File: src/rtl/csr_sequencer.sv
// -----------------------------------------------------------------------------
// csr_sequencer
//
// Purpose:
//   Runs the supervisor-level CSR micro-sequences for a small RISC-V core:
//     * Zicsr instructions (CSRRW/RS/RC and their immediate forms): one
//       read-modify-write step on the addressed CSR.
//     * Trap entry: writes sepc, scause and stval, updates sstatus
//       (SPIE <- SIE, SIE <- 0, SPP <- current privilege), then reads stvec
//       to produce the redirect PC.
//     * SRET: updates sstatus (SIE <- SPIE, SPIE <- 1, SPP <- 0), reports the
//       old SPP as the privilege to resume at, then reads sepc for the
//       redirect PC.
//   The CSR file itself lives outside.  It is addressed by o_csr_select and
//   returns i_csr_regout combinationally.  Each sequence step lasts exactly
//   one cycle.  A one-cycle DONE state reports the results.
//
// Ports:
//   i_clk, i_rst         clock, synchronous active-high reset
//   i_req_valid          request handshake in; o_req_ready is high in IDLE
//   o_req_ready          
//   i_kind               00 CSR instr, 01 trap entry, 10 SRET, 11 reserved
//   i_op                 CSR funct3
//   i_csr_addr           CSR address
//   i_operand            rs1 value or zero-extended zimm
//   i_src_zero           rs1 field / zimm is zero
//   i_epc                trap PC
//   i_cause              trap cause
//   i_tval               trap value
//   i_priv               current privilege (1 = S, 0 = U)
//   o_csr_select         CSR file address
//   o_csr_data           CSR file write data
//   o_csr_load           CSR file write enable
//   i_csr_regout         CSR file read data
//   o_done               one-cycle completion pulse
//   o_rd_data            old CSR value from the last CSR instruction
//   o_illegal            the last request was rejected
//   o_redirect_valid     PC redirect, only during o_done
//   o_redirect_pc        redirect target
//   o_ret_priv           privilege to resume at after SRET
// -----------------------------------------------------------------------------
module csr_sequencer (
    input  logic        i_clk,
    input  logic        i_rst,
    input  logic        i_req_valid,
    output logic        o_req_ready,
    input  logic [1:0]  i_kind,
    input  logic [2:0]  i_op,
    input  logic [11:0] i_csr_addr,
    input  logic [31:0] i_operand,
    input  logic        i_src_zero,
    input  logic [31:0] i_epc,
    input  logic [31:0] i_cause,
    input  logic [31:0] i_tval,
    input  logic        i_priv,
    output logic [11:0] o_csr_select,
    output logic [31:0] o_csr_data,
    output logic        o_csr_load,
    input  logic [31:0] i_csr_regout,
    output logic        o_done,
    output logic [31:0] o_rd_data,
    output logic        o_illegal,
    output logic        o_redirect_valid,
    output logic [31:0] o_redirect_pc,
    output logic        o_ret_priv
);

    localparam logic [1:0]  KIND_CSR  = 2'b00;
    localparam logic [1:0]  KIND_TRAP = 2'b01;
    localparam logic [1:0]  KIND_SRET = 2'b10;

    localparam logic [11:0] ADDR_SSTATUS = 12'h100;
    localparam logic [11:0] ADDR_STVEC   = 12'h105;
    localparam logic [11:0] ADDR_SEPC    = 12'h141;
    localparam logic [11:0] ADDR_SCAUSE  = 12'h142;
    localparam logic [11:0] ADDR_STVAL   = 12'h143;

    // Low two funct3 bits select the operation.  Bit 2 only marks the
    // immediate form, and the operand is already zero-extended for it.
    localparam logic [1:0]  OP_RW = 2'b01;
    localparam logic [1:0]  OP_RS = 2'b10;

    typedef enum logic [3:0] {
        ST_IDLE,
        ST_CSR,
        ST_T_EPC,
        ST_T_CAUSE,
        ST_T_TVAL,
        ST_T_STATUS,
        ST_T_VEC,
        ST_R_STATUS,
        ST_R_EPC,
        ST_DONE
    } state_t;

    state_t state_q, state_d;

    // Request fields latched on accept
    logic [1:0]  op_q, op_d;
    logic [11:0] addr_q, addr_d;
    logic [31:0] operand_q, operand_d;
    logic        src_zero_q, src_zero_d;
    logic [31:0] epc_q, epc_d;
    logic [31:0] cause_q, cause_d;
    logic [31:0] tval_q, tval_d;
    logic        priv_q, priv_d;

    // Result registers.  They change only on the edge that enters DONE, so
    // they hold from one completion to the next.
    logic [31:0] rd_data_q, rd_data_d;
    logic        illegal_q, illegal_d;
    logic [31:0] redirect_pc_q, redirect_pc_d;
    logic        ret_priv_q, ret_priv_d;
    logic        redirect_flag_q, redirect_flag_d;
    // Old SPP is seen in R_STATUS one cycle before DONE.  It is parked
    // here so that o_ret_priv does not change ahead of the completion.
    logic        ret_priv_pend_q, ret_priv_pend_d;

    logic        accept;
    logic        op_legal;
    logic        step_load;

    assign accept   = i_req_valid && o_req_ready;
    // funct3 000 and 100 have no CSR operation
    assign op_legal = (i_op[1:0] != 2'b00);

    // ------------------------------------------------------------------
    // State register
    // ------------------------------------------------------------------
    always_ff @(posedge i_clk) begin
        if (i_rst) begin
            state_q <= ST_IDLE;
        end else begin
            state_q <= state_d;
        end
    end

    // ------------------------------------------------------------------
    // Next-state logic
    // ------------------------------------------------------------------
    always_comb begin
        state_d = state_q;
        case (state_q)
            ST_IDLE: begin
                if (accept) begin
                    case (i_kind)
                        KIND_CSR:  state_d = op_legal ? ST_CSR : ST_DONE;
                        KIND_TRAP: state_d = ST_T_EPC;
                        KIND_SRET: state_d = ST_R_STATUS;
                        default:   state_d = ST_DONE;
                    endcase
                end
            end
            ST_CSR:      state_d = ST_DONE;
            ST_T_EPC:    state_d = ST_T_CAUSE;
            ST_T_CAUSE:  state_d = ST_T_TVAL;
            ST_T_TVAL:   state_d = ST_T_STATUS;
            ST_T_STATUS: state_d = ST_T_VEC;
            ST_T_VEC:    state_d = ST_DONE;
            ST_R_STATUS: state_d = ST_R_EPC;
            ST_R_EPC:    state_d = ST_DONE;
            ST_DONE:     state_d = ST_IDLE;
            default:     state_d = ST_IDLE;
        endcase
    end

    // ------------------------------------------------------------------
    // Output logic
    // ------------------------------------------------------------------
    always_comb begin
        o_req_ready      = (state_q == ST_IDLE) && !i_rst;
        o_done           = (state_q == ST_DONE) && !i_rst;
        o_redirect_valid = (state_q == ST_DONE) && !i_rst && redirect_flag_q;

        o_csr_select = 12'h000;
        o_csr_data   = 32'h0000_0000;
        step_load    = 1'b0;

        case (state_q)
            ST_CSR: begin
                o_csr_select = addr_q;
                case (op_q)
                    OP_RW:   o_csr_data = operand_q;
                    OP_RS:   o_csr_data = i_csr_regout | operand_q;
                    default: o_csr_data = i_csr_regout & ~operand_q;
                endcase
                // Set/clear with a zero source is a pure read
                step_load = !(op_q != OP_RW && src_zero_q);
            end
            ST_T_EPC: begin
                o_csr_select = ADDR_SEPC;
                o_csr_data   = epc_q;
                step_load    = 1'b1;
            end
            ST_T_CAUSE: begin
                o_csr_select = ADDR_SCAUSE;
                o_csr_data   = cause_q;
                step_load    = 1'b1;
            end
            ST_T_TVAL: begin
                o_csr_select = ADDR_STVAL;
                o_csr_data   = tval_q;
                step_load    = 1'b1;
            end
            ST_T_STATUS: begin
                o_csr_select  = ADDR_SSTATUS;
                o_csr_data    = i_csr_regout;
                o_csr_data[5] = i_csr_regout[1];   // SPIE <- SIE
                o_csr_data[1] = 1'b0;              // SIE  <- 0
                o_csr_data[8] = priv_q;            // SPP  <- privilege
                step_load     = 1'b1;
            end
            ST_T_VEC: begin
                o_csr_select = ADDR_STVEC;
            end
            ST_R_STATUS: begin
                o_csr_select  = ADDR_SSTATUS;
                o_csr_data    = i_csr_regout;
                o_csr_data[1] = i_csr_regout[5];   // SIE  <- SPIE
                o_csr_data[5] = 1'b1;              // SPIE <- 1
                o_csr_data[8] = 1'b0;              // SPP  <- U
                step_load     = 1'b1;
            end
            ST_R_EPC: begin
                o_csr_select = ADDR_SEPC;
            end
            default: begin
            end
        endcase

        // Reset kills a write in the same cycle, so an aborted sequence
        // leaves no partial update.
        o_csr_load    = step_load && !i_rst;

        o_rd_data     = rd_data_q;
        o_illegal     = illegal_q;
        o_redirect_pc = redirect_pc_q;
        o_ret_priv    = ret_priv_q;
    end

    // ------------------------------------------------------------------
    // Request latch and result capture
    // ------------------------------------------------------------------
    always_comb begin
        op_d            = op_q;
        addr_d          = addr_q;
        operand_d       = operand_q;
        src_zero_d      = src_zero_q;
        epc_d           = epc_q;
        cause_d         = cause_q;
        tval_d          = tval_q;
        priv_d          = priv_q;
        rd_data_d       = rd_data_q;
        illegal_d       = illegal_q;
        redirect_pc_d   = redirect_pc_q;
        ret_priv_d      = ret_priv_q;
        redirect_flag_d = redirect_flag_q;
        ret_priv_pend_d = ret_priv_pend_q;

        if (accept) begin
            op_d       = i_op[1:0];
            addr_d     = i_csr_addr;
            operand_d  = i_operand;
            src_zero_d = i_src_zero;
            epc_d      = i_epc;
            cause_d    = i_cause;
            tval_d     = i_tval;
            priv_d     = i_priv;
        end

        case (state_q)
            ST_IDLE: begin
                // The only direct IDLE -> DONE routes are rejections
                if (accept && state_d == ST_DONE) begin
                    illegal_d       = 1'b1;
                    rd_data_d       = 32'h0000_0000;
                    redirect_flag_d = 1'b0;
                end
            end
            ST_CSR: begin
                rd_data_d       = i_csr_regout;
                illegal_d       = 1'b0;
                redirect_flag_d = 1'b0;
            end
            ST_T_VEC: begin
                redirect_pc_d   = {i_csr_regout[31:2], 2'b00};
                illegal_d       = 1'b0;
                redirect_flag_d = 1'b1;
            end
            ST_R_STATUS: begin
                ret_priv_pend_d = i_csr_regout[8];
            end
            ST_R_EPC: begin
                redirect_pc_d   = i_csr_regout;
                ret_priv_d      = ret_priv_pend_q;
                illegal_d       = 1'b0;
                redirect_flag_d = 1'b1;
            end
            default: begin
            end
        endcase
    end

    always_ff @(posedge i_clk) begin
        if (i_rst) begin
            op_q            <= 2'b00;
            addr_q          <= 12'h000;
            operand_q       <= 32'h0000_0000;
            src_zero_q      <= 1'b0;
            epc_q           <= 32'h0000_0000;
            cause_q         <= 32'h0000_0000;
            tval_q          <= 32'h0000_0000;
            priv_q          <= 1'b0;
            rd_data_q       <= 32'h0000_0000;
            illegal_q       <= 1'b0;
            redirect_pc_q   <= 32'h0000_0000;
            ret_priv_q      <= 1'b0;
            redirect_flag_q <= 1'b0;
            ret_priv_pend_q <= 1'b0;
        end else begin
            op_q            <= op_d;
            addr_q          <= addr_d;
            operand_q       <= operand_d;
            src_zero_q      <= src_zero_d;
            epc_q           <= epc_d;
            cause_q         <= cause_d;
            tval_q          <= tval_d;
            priv_q          <= priv_d;
            rd_data_q       <= rd_data_d;
            illegal_q       <= illegal_d;
            redirect_pc_q   <= redirect_pc_d;
            ret_priv_q      <= ret_priv_d;
            redirect_flag_q <= redirect_flag_d;
            ret_priv_pend_q <= ret_priv_pend_d;
        end
    end

endmodule

File: config.mk
export PLATFORM = sky130hd
export DESIGN_NAME = csr_sequencer
export DESIGN_NICKNAME = d
export VERILOG_FILES = /design/src/rtl/csr_sequencer.sv
export SDC_FILE = /design/constraint.sdc
export NUM_CORES = 1
export LEC_CHECK = 0
export CAP_MARGIN = 15
export CORE_MARGIN = 10
export CORE_UTILIZATION = 51
export CTS_CLUSTER_DIAMETER = 80
export CTS_CLUSTER_SIZE = 12
export DETAILED_ROUTE_END_ITERATION = 6
export GPL_TIMING_DRIVEN = 0
export PLACE_DENSITY = 0.86
export SLEW_MARGIN = 15
export SYNTH_ARGS = -nofsm -noshare
export SYNTH_HDL_FRONTEND = slang
export SYNTH_SLANG_ARGS = --single-unit
File: constraint.sdc
create_clock -name i_clk -period 4.6 [get_ports i_clk]
set_clock_uncertainty 0.1 [all_clocks]
set_input_delay 1.15 -clock i_clk [delete_from_list [all_inputs] [get_ports i_clk]]
set_output_delay 1.15 -clock i_clk [all_outputs]
set_load 0.03 [all_outputs]
# After elaboration in Yosys (flattened, before gate mapping)
# Index checks and enable logic that the tools add are counted.
classes:
  addsub: 0
  n_mul: 0
  n_div: 0
  order_cmp: 0
  eq_ne: 16
  shift: 0
  n_mux: 15
  bitwise: 3
  reduce_logical: 24
ops:
  columns: ["cell", "n"]
  rows:
  - ["$pmux W32 S2", 3]
  - ["$pmux W32 S6", 1]
  - ["$pmux W12 S6", 1]
  - ["$and A32 B32 Y32", 1]
  - ["$mux W32", 1]
  - ["$not A32 Y32", 1]
  - ["$or A32 B32 Y32", 1]
  - ["$pmux W4 S7", 1]
  - ["$eq A4 B3 Y1 const B", 4]
  - ["$eq A4 B4 Y1 const B", 3]
  - ["$pmux W4 S3", 1]
  - ["$eq A4 B2 Y1 const B", 2]
  - ["$mux W4", 2]
  - ["$reduce_bool A2 Y1", 4]
  - ["$logic_and A1 B1 Y1", 7]
  - ["$reduce_and A2 Y1", 3]
  - ["$reduce_or A2 Y1", 3]
  - ["$reduce_or A5 Y1", 1]
  - ["$eq A2 B1 Y1 const B", 2]
  - ["$eq A2 B2 Y1 const B", 2]
  - ["$eq A4 B1 Y1 const B", 1]
  - ["$logic_not A4 Y1", 1]
  - ["$ne A2 B1 Y1 const B", 2]
  - ["$pmux W1 S2", 2]
  - ["other kinds (6)", 8]
word_totals:
  ff_bits: 216
  latchBits: 0
  ram_bits: 0
  romBits: 0
  input_bits: 182
  word_cells: 73
  n_memories: 0

# Longest topological paths before layout
# Gate-level depths: netlist (run 1).
logic_depth:
  ltp_word: 9
  depth_mapped: 9
  ltp_nobuf: 7

# Worst setup path before layout (run 1)
# Ideal clock, no wire load.
synth_timing:
  path_kind: "input to output"
  from: "in i_rst"
  to: "out o_csr_load"
  arrival_time_ps: 2984
  required_time_ps: 3350
  setup_slack_ps: 366
  cell_stages: 3
  path_buffers: 2
  cell_sequence: "clkbuf_1 > clkbuf_1 > a2111oi_0"
synth_between:
  elab_chain_cells: 2
synth_lines:
  columns: ["element", "line_no", "text"]
  rows:
  - ["start: declaration", "44", "input logic i_rst,"]
  - ["$logic_not A1 Y1", "233", "o_csr_load = step_load && !i_rst;"]
  - ["$logic_and A1 B1 Y1", "233", null]
  - ["end: declaration", "58", "output logic o_csr_load,"]
# Every way passes these cells.

# Worst setup path after layout (run 1)
layout_timing:
  from: "reg state_q[0]"
  to: "out o_csr_load"
layout_between:
  elab_chain_cells: 4
  word_cells_on_any_way: 9
  cone_classes: "eq/ne: 6; mux: 1; reduce/logical: 2"
layout_lines:
  columns: ["element", "line_no", "text"]
  rows:
  - ["start: declaration", "96", "state_t state_q, state_d;"]
  - ["start signal: assignment", "134", "state_q <= state_d;"]
  - ["$eq A4 B3 Y1 or $eq A4 B2 Y1 (tied branches)", "179", "case (state_q)"]
  - ["$reduce_or A5 Y1 (no line)", null, null]
  - ["$pmux W1 S2 (*)", "179", null]
  - ["$logic_and A1 B1 Y1 (*)", "233", null]
# Every way passes the cells marked *; elsewhere a longest branch is shown, timed or not.

==> impl_metrics.json, run 1 <==
{
  "status": "finished clean",
  "ir_worst_vdd_mv": 0.293,
  "ys_seq_elements": 216,
  "synthCells": 1194,
  "grt_pass1_wl_mm": 54.4,
  "htreeDepth": 1,
  "p_int_uw": 4230,
  "power_uw": 7030,
  "drc": 0,
  "cp-end-kind": "output pin",
  "cts_max_path_buffers": 3,
  "final_common_cell": "nand2_1",
  "start_kind": "flop",
  "critPathMaxStageDelay_ps": 830,
  "initial_utilization_pct": 51.5,
  "synthFlopType": "dfxtp_1",
  "synth_compound_area_share_pct": 16.2,
  "hold_violations": 0,
  "core_area_um2": 18600,
  "grt_max_degree": 13,
  "die_h_um": 157,
  "p_sw_share_pct": 39.8,
  "timing.fmax_mhz": 218,
  "cts_made_buffers": 21,
  "relSlewSlack_pct": 33.6,
  "grt_usage_pct": 27.8,
  "io_pins": 296,
  "final_util_pct": 72.1,
  "worstMarginPinSlew_ps": 988,
  "async_reset_ff_share_pct": 0,
  "yosys_warnings": 0,
  "worstSetupPathType": "flop to output pin",
  "synthXorXnorAreaFrac_pct": 0.0916,
  "num_rows": 50,
  "drive_gt1_share_pct": 4.11,
  "syn_nets": 1381,
  "numPortBuffers": 293,
  "synth_area_leader_cell": "dfxtp_1",
  "die_x_um": 157,
  "nNetsFinal": 1698,
  "synth-edff-count": 0,
  "period_needed_ps": 4590,
  "slowest_stage": "clkdlybuf4s50_1",
  "postCtsSetupRepairBufs": 0,
  "viasPerCell": 5.65,
  "antenna_found_initial": 3,
  "grt_pass1_vias": 9648,
  "cts_hold_buf": 0,
  "synth_top_family_by_area": "simple AND/OR/NAND/NOR gates",
  "layout_common_cells": "384 x nand2_1, 293 x clkdlybuf4s50_1, 216 x dfxtp_1",
  "worstPathArrival_ps": 3340,
  "comb_power_share_pct": 41.4,
  "period_share_pct": 99.7,
  "holdCritPathClass": "flop to flop",
  "wl_per_cell_um": 20.8,
  "ys_seq_area_share_pct": 45.2,
  "fp.dieArea_um2": 24600,
  "rsz0062_at_grt": "false",
  "holdWs_ps": 358,
  "synth_mux_area_share_pct": 0.105,
  "leakage_uw": 0.00524,
  "ys_types": 48,
  "synthSimpleGateAreaFrac_pct": 31.8,
  "vias": 9878,
  "fin_tns_setup_ps": 0,
  "cp.required_ps": 3350,
  "syn_area_um2": 9570,
  "cap_violations": 0,
  "final_antenna_net_count": 0,
  "grt-ovfl-total": 0,
  "yosys.area.top_type_share_pct": 45.2,
  "clock-sinks": 216,
  "gp_congestion": 0.960,
  "hpwl_mm": 28.3,
  "clkPwrFrac_pct": 21.3,
  "synthAdderAreaFrac_pct": 0.654,
  "cp_max_fo": 10,
  "drt-total-wl_mm": 36.3,
  "fin_ws_ps": 12.1,
  "nFillCells": 1479,
  "finalSetupViolations": 0,
  "p_seq_share_pct": 37.3,
  "root_buffer": "clkbuf_16",
  "postSynthAreaPerCell_um2": 8.01,
  "clk_pin_slew_ps": 70,
  "maxSlewViolCount": 0,
  "dr.pass1.iters": 6,
  "ys_top_cells_by_area": "dfxtp_1 45%, nand2_1 15%, nand3b_1 11%",
  "powerDensity_nw_per_um2": 525,
  "clk_latency_ps": 520,
  "place_ws_ps": 102,
  "cts_tree": "done",
  "first_iter_violations": 919,
  "syn_to_final_growth_pct": 40.0,
  "cp_cell_sequence": "buf_2 -> clkbuf_1 -> o21ai_0 -> a2111oi_0 -> clkdlybuf4s50_1",
  "p_switching_uw": 2800
}
-- state kept, by name, indices dropped and copies added, names as in the netlist --
register	cells
o_ret_priv	1
o_illegal	1
op_q	2
tval_q	32
operand_q	32
priv_q	1
redirect_flag_q	1
o_rd_data	32
cause_q	32
src_zero_q	1
addr_q	12
ret_priv_pend_q	1
epc_q	32
state_q	4
o_redirect_pc	32
-- critical path: cells and delay by family, from the launching register on --
family                 cells  cell delay (ps)
buffers and inverters      3             1470
AOI/OAI and AO/OA          2             1060
DFF                        1              310
-- power groups by stage --
stage	sequential [uW]	combinational, uW	clock (uW)
2_1_floorplan	2820	1480	0
3_3_place_gp	2620	2800	0
3_5_place_dp	2640	2850	0
4_1_cts	2610	2880	1500
5_1_grt	2660	3110	1570
6_report	2620	2910	1500
-- path summary, 6_finish.rpt --
kind / from / to / slack (ps) / cells past startpoint
hold / removal: o_redirect_pc[20]$_SDFFE_PP0P_ / o_redirect_pc[20]$_SDFFE_PP0P_ / 360 / 2
setup / recovery: state_q[0]$_SDFF_PP0_ / o_csr_load / 10 / 5
hold reg to reg: o_redirect_pc[20]$_SDFFE_PP0P_ / o_redirect_pc[20]$_SDFFE_PP0P_ / 360 / 2
setup reg to reg: state_q[1]$_SDFF_PP0_ / o_rd_data[21]$_SDFFE_PP0P_ / 1620 / 7
-- per-stage QoR --
stage                     instance area, um2  cells
after floorplan                         9570   1194
after global placement                 12800   1721
after detailed placement               12800   1722
after CTS                              13400   1744
after global routing                   13400   1746
final                                  13400   1748
-- routing by layer --
layer	up-vias	share of wire, %	global-route usage [%]
li1	4701	-	-
met1	4616	40	34.5
met2	473	47	45.7
met3	88	9.2	5.35
met4	0	4.4	13.1
met5	-	0	0
-- synth_stat cells (6+ instances only) --
master and n:
dfxtp_1 216, o211ai_1 31, o31ai_2 10, a21oi_1 71, nand2_1 384, o21ai_0 8
inv_1 39, and2_1 8, nor2_1 17, buf_6 6, a22oi_1 61, nand3b_1 141
nor3b_1 32, o31ai_1 26, clkbuf_1 91
-- logic make-up (layout without fill, tap and decap cells) --
family,after synthesis,after routing
AO/OA/AOI/OAI,223,223
XOR/XNOR,1,1
adder cells (fa/ha/maj),5,5
buffers and inverters,139,455
flip-flops,216,216
multiplexers,1,1
other,0,4
AND/OR/NAND/NOR,609,609
-- layout make-up --
cell class | count | area [um2] | share of cell area, %
clock buffer | 21 | 526 | 3.92
inverter | 39 | 146 | 1.09
buffer | 100 | 438 | 3.27
clock inverter | 1 | 8.76 | 0.0654
timing repair buffer | 294 | 2940 | 21.9
tap | 234 | 293 | 2.19
multi-input combinational | 839 | 4710 | 35.2
sequential | 216 | 4320 | 32.3
antenna | 4 | 10.0 | 0.0748
-- what timing repair did --
action	CTS	global route
setup endpoints to repair	31	31
resized for setup	8	13
pin swaps	0	0
No activity file was read; power rests on OpenSTA's default activity.
==> inputs of run 2 (changes only) <==
--- a/config.mk
+++ b/config.mk
@@ -5,6 +5,7 @@
 export SDC_FILE = /design/constraint.sdc
 export NUM_CORES = 1
 export LEC_CHECK = 0
+export ABC_AREA = 0
 export CAP_MARGIN = 15
 export CORE_MARGIN = 10
 export CORE_UTILIZATION = 51
@@ -13,7 +14,7 @@
 export DETAILED_ROUTE_END_ITERATION = 6
 export GPL_TIMING_DRIVEN = 0
 export PLACE_DENSITY = 0.86
-export SLEW_MARGIN = 15
 export SYNTH_ARGS = -nofsm -noshare
 export SYNTH_HDL_FRONTEND = slang
 export SYNTH_SLANG_ARGS = --single-unit
+export TNS_END_PERCENT = 50
==> run 2 against run 1 <==
Against the previous run:
- die area unchanged
- flip-flop and latch count did not move
- critical path type unchanged
- core utilization hardly changed
- maximum frequency up 0.66%
- worst setup slack gained 30 ps
==> impl_metrics.json, run 2 (synthesized netlist as in run 1, its figures left out) <==
{
  "status": "finished clean",
  "numPortBuffers": 293,
  "grt_pass1_vias": 9637,
  "die_x_um": 157,
  "cts_tree": "done",
  "timing.fmax_mhz": 219,
  "fp.dieArea_um2": 24600,
  "worstSetupPathType": "flop to output pin",
  "grt_usage_pct": 28.1,
  "grt_max_degree": 13,
  "holdWs_ps": 357,
  "clock-sinks": 216,
  "clk_latency_ps": 520,
  "power_uw": 7040,
  "r2r_slack_ps": 1380,
  "drc": 0,
  "vias": 9986,
  "seqCellArea_um2": 4320,
  "leakage_uw": 0.00525,
  "reg2reg_from": "state_q[3]$_SDFF_PP0_",
  "grt_pass1_wl_mm": 55.0,
  "cap_violations": 0,
  "gp_congestion": 0.960,
  "relSlewSlack_pct": 28.1,
  "final_antenna_net_count": 0,
  "period_needed_ps": 4560,
  "cts_made_buffers": 21,
  "finalSetupViolations": 0,
  "antenna_found_initial": 5,
  "cp.required_ps": 3350,
  "nFillCells": 1487,
  "core_area_um2": 18600,
  "viasPerCell": 5.72,
  "num_rows": 50,
  "ir_worst_vdd_mv": 0.257,
  "worstSetupStartpoint": "state_q[3]$_SDFF_PP0_",
  "cp-end-kind": "output pin",
  "period_share_pct": 99.1,
  "syn_to_final_growth_pct": 39.9,
  "root_buffer": "clkbuf_16",
  "cts_max_path_buffers": 3,
  "cts_hold_buf": 0,
  "first_iter_violations": 1021,
  "wl_per_cell_um": 20.9,
  "cp_max_fo": 10,
  "crit_end": "o_csr_data[20]",
  "powerDensity_nw_per_um2": 526,
  "grt-ovfl-total": 0,
  "htreeDepth": 1,
  "rr_worst_depth": 8,
  "final_common_cell": "nand2_1",
  "reg2reg_to": "tval_q[24]$_SDFFE_PP0N_",
  "holdCritPathClass": "flop to flop",
  "worstPathArrival_ps": 3310,
  "drive_gt1_share_pct": 4.24,
  "hold_violations": 0,
  "drt-total-wl_mm": 36.5,
  "clk_pin_slew_ps": 60,
  "io_pins": 296,
  "worstMarginPinSlew_ps": 1070,
  "initial_utilization_pct": 51.5,
  "nNetsFinal": 1697,
  "start_kind": "flop",
  "multi_input_area_um2": 4700,
  "layout_common_cells": "384 x nand2_1, 293 x clkdlybuf4s50_1, 216 x dfxtp_1",
  "maxSlewViolCount": 0,
  "fin_ws_ps": 41.9,
  "die_h_um": 157,
  "dr.pass1.iters": 5,
  "place_ws_ps": 79.2,
  "hpwl_mm": 28.3
}
## run 2: critical path, stage by stage, from the launching register on
cell and delay (ps):
dfxtp_1 320, buf_6 130, or4b_2 650, clkbuf_1 250, clkbuf_1 310, o211ai_1 380, clkdlybuf4s50_1 740
## run 2: where the power goes
group	leakage, uW	switching, uW	total, uW	internal, uW
logic	0.00321	1820	2910	1090
clock network	0.000263	697	1500	806
registers	0.00177	295	2630	2330
total	0.00525	2810	7040	4230
## run 2: area by class of cell
class / count / share of cell area, %
multi-input combinational: 839 / 35.1
sequential: 216 / 32.3
timing repair buffer: 293 / 21.9
clock buffer: 21 / 3.93
buffer: 100 / 3.31
tap: 234 / 2.19
inverter: 39 / 1.09
antenna: 4 / 0.0748
clock inverter: 1 / 0.0654
## run 2: per-stage QoR
step | TNS [ps] | instances | area (um2) | utilization, %
after floorplan | 0 | 1194 | 9570 | -
after global placement | 0 | 1721 | 12800 | 68.8
after detailed placement | 0 | 1721 | 12800 | 68.9
after CTS | -1310 | 1743 | 13300 | 71.8
after global routing | -7.47 | 1746 | 13400 | 72.0
final | 0 | 1747 | 13400 | 72.0
## run 2: worst min path at each step
stage / cells after the start / slack, ps / endpoint / from
2_1_floorplan: 2 / 330 / o_ret_priv$_SDFFE_PP0P_ / ret_priv_pend_q$_SDFFE_PP0N_
4_1_cts: 2 / 360 / o_redirect_pc[3]$_SDFFE_PP0P_ / o_redirect_pc[3]$_SDFFE_PP0P_
6_report: 2 / 360 / o_redirect_pc[3]$_SDFFE_PP0P_ / o_redirect_pc[3]$_SDFFE_PP0P_
5_1_grt: 2 / 370 / o_redirect_pc[22]$_SDFFE_PP0P_ / o_redirect_pc[22]$_SDFFE_PP0P_
3_5_place_dp: 2 / 350 / o_redirect_pc[3]$_SDFFE_PP0P_ / o_redirect_pc[3]$_SDFFE_PP0P_
3_3_place_gp: 1 / 340 / o_illegal$_SDFFE_PP0P_ / o_illegal$_SDFFE_PP0P_
## run 2: what timing repair did
action                                 in CTS  in global routing
buffers inserted                            0                  0
endpoints found under the hold margin       0                  0
pin swaps                                   0                  0
setup endpoints to repair                  31                 34
gates resized for setup                     4                 27
## run 2: per-layer routing
metal / wire length, um / share of wire, % / track usage [%] / vias up
met4: 1630 / 4.5 / 11.6 / 0
met1: 14400 / 39 / 35.1 / 4646
met2: 16900 / 46 / 45.8 / 541
met3: 3520 / 9.7 / 6.44 / 104
li1: - / - / - / 4695
met5: 0 / 0 / 0 / -
==> inputs of run 3 (changes only) <==
--- a/config.mk
+++ b/config.mk
@@ -10,7 +10,7 @@
 export CORE_MARGIN = 10
 export CORE_UTILIZATION = 51
 export CTS_CLUSTER_DIAMETER = 80
-export CTS_CLUSTER_SIZE = 12
+export CTS_CLUSTER_SIZE = 16
 export DETAILED_ROUTE_END_ITERATION = 6
 export GPL_TIMING_DRIVEN = 0
 export PLACE_DENSITY = 0.86
==> run 3 against run 2 <==
Against the previous run:
- final area down 0.80%
- core utilization fell by 0.58 points
- combinational power barely moved
- first-iteration DRC count is 2.6% lower
- via count shrank 1.5%
==> impl_metrics.json, run 3 (synthesized netlist as in run 1, its figures left out) <==
{
  "cap_violations": 0,
  "period_share_pct": 97.6,
  "cp-end-kind": "output pin",
  "grt-ovfl-total": 0,
  "final_antenna_net_count": 0,
  "initial_utilization_pct": 51.5,
  "numPortBuffers": 293,
  "grt_usage_pct": 27.7,
  "die_h_um": 157,
  "drive_gt1_share_pct": 3.99,
  "clk_latency_ps": 480,
  "maxSlewViolCount": 0,
  "postCtsSetupRepairBufs": 0,
  "antenna_found_initial": 2,
  "min-delay-start": "o_redirect_pc[3]$_SDFFE_PP0P_",
  "die_x_um": 157,
  "worstSetupStartpoint": "i_rst",
  "layout_common_cells": "384 x nand2_1, 293 x clkdlybuf4s50_1, 216 x dfxtp_1",
  "wl_per_cell_um": 20.7,
  "holdWs_ps": 358,
  "htreeDepth": 1,
  "clk_pin_slew_ps": 70,
  "start_kind": "input port",
  "final_common_cell": "nand2_1",
  "fin_ws_ps": 112,
  "holdPathStages": 2,
  "fin_tns_setup_ps": 0,
  "rsz0062_at_grt": "false",
  "period_needed_ps": 4490,
  "relSlewSlack_pct": 31.2,
  "clock-sinks": 216,
  "leakage_uw": 0.00520,
  "power_uw": 6840,
  "hold_violations": 0,
  "vias": 9839,
  "worstPathArrival_ps": 3240,
  "grt_pass1_vias": 9580,
  "worstMarginPinSlew_ps": 1020,
  "grt_max_degree": 17,
  "whs_endpoint": "o_redirect_pc[3]$_SDFFE_PP0P_",
  "dr.pass1.iters": 5,
  "final_util_pct": 71.5,
  "rr_worst_depth": 8,
  "cp.required_ps": 3350,
  "reg2reg_to": "tval_q[16]$_SDFFE_PP0N_",
  "reg2reg_from": "state_q[3]$_SDFF_PP0_",
  "finalSetupViolations": 0,
  "worstSetupPathType": "input port to output pin",
  "viasPerCell": 5.65,
  "status": "finished clean",
  "timing.fmax_mhz": 223,
  "nFillCells": 1510,
  "cts_hold_buf": 0,
  "fp.dieArea_um2": 24600,
  "cts_tree": "done",
  "cp_max_fo": 10,
  "drt-total-wl_mm": 36.0,
  "root_buffer": "clkbuf_16",
  "first_iter_violations": 994,
  "hpwl_mm": 28.3,
  "gp_congestion": 0.960,
  "num_rows": 50,
  "holdCritPathClass": "flop to flop",
  "syn_to_final_growth_pct": 38.8,
  "place_ws_ps": 79.2,
  "drc": 0,
  "cts_made_buffers": 17,
  "ir_worst_vdd_mv": 0.273,
  "r2r_slack_ps": 1420,
  "grt_pass1_wl_mm": 54.3,
  "nNetsFinal": 1693,
  "powerDensity_nw_per_um2": 515,
  "io_pins": 296,
  "cts_max_path_buffers": 3,
  "core_area_um2": 18600
}
run 3: cell types whose count changed in the layout (fill, tap and decap cells not counted):
cell,previous run,this run
clkbuf_16,21,17
diode_2,4,1
run 3: routing by layer:
metal	part of all wire, %	up-vias	track usage [%]	wire, um
li1	-	4674	-	-
met2	47	487	45.4	16700
met4	4.5	0	11.3	1610
met1	40	4584	34.8	14500
met3	8.7	94	5.81	3140
met5	0	-	0	0
run 3: final cells by class:
cell class	count	area (um2)	share of cell area, %
well taps	234	293	2.21
inverters	39	146	1.10
clock inverters	1	8.76	0.0660
repair buffers	293	2930	22.1
clock buffers	17	425	3.20
plain buffers	100	443	3.34
diodes	1	2.50	0.0188
flip-flops and latches	216	4320	32.6
multi-input cells	839	4700	35.4
run 3: worst max path at each step:
stage | slack, ps | cells past startpoint | end
after floorplan | 370 | 3 | o_csr_load
after detailed placement | 80 | 5 | o_req_ready
after global placement | 70 | 5 | o_req_ready
final | 110 | 5 | o_req_ready
after CTS | 5 | 7 | o_csr_data[3]
after global routing | 30 | 6 | o_csr_data[20]
run 3: report_power, final:
group	switching (uW)	internal, uW	leakage [uW]
Clock	655	661	0.000214
Sequential	291	2330	0.00177
Combinational	1810	1090	0.00321
run 3: repair_timing:
action | in CTS | in global routing
gates resized for setup | 7 | 23
setup endpoints to repair | 31 | 33
cloned | 0 | 0
run 3: worst max-delay path: stages:
cell	delay, ps
clkbuf_1	210
clkbuf_2	320
clkbuf_1	320
nor4_1	460
clkdlybuf4s50_1	770
run 3: through the flow:
step / cells / area (um2)
global placement: 1721 / 12800
floorplan: 1194 / 9570
global route: 1739 / 13300
detailed placement: 1721 / 12800
CTS: 1739 / 13300
finish: 1740 / 13300
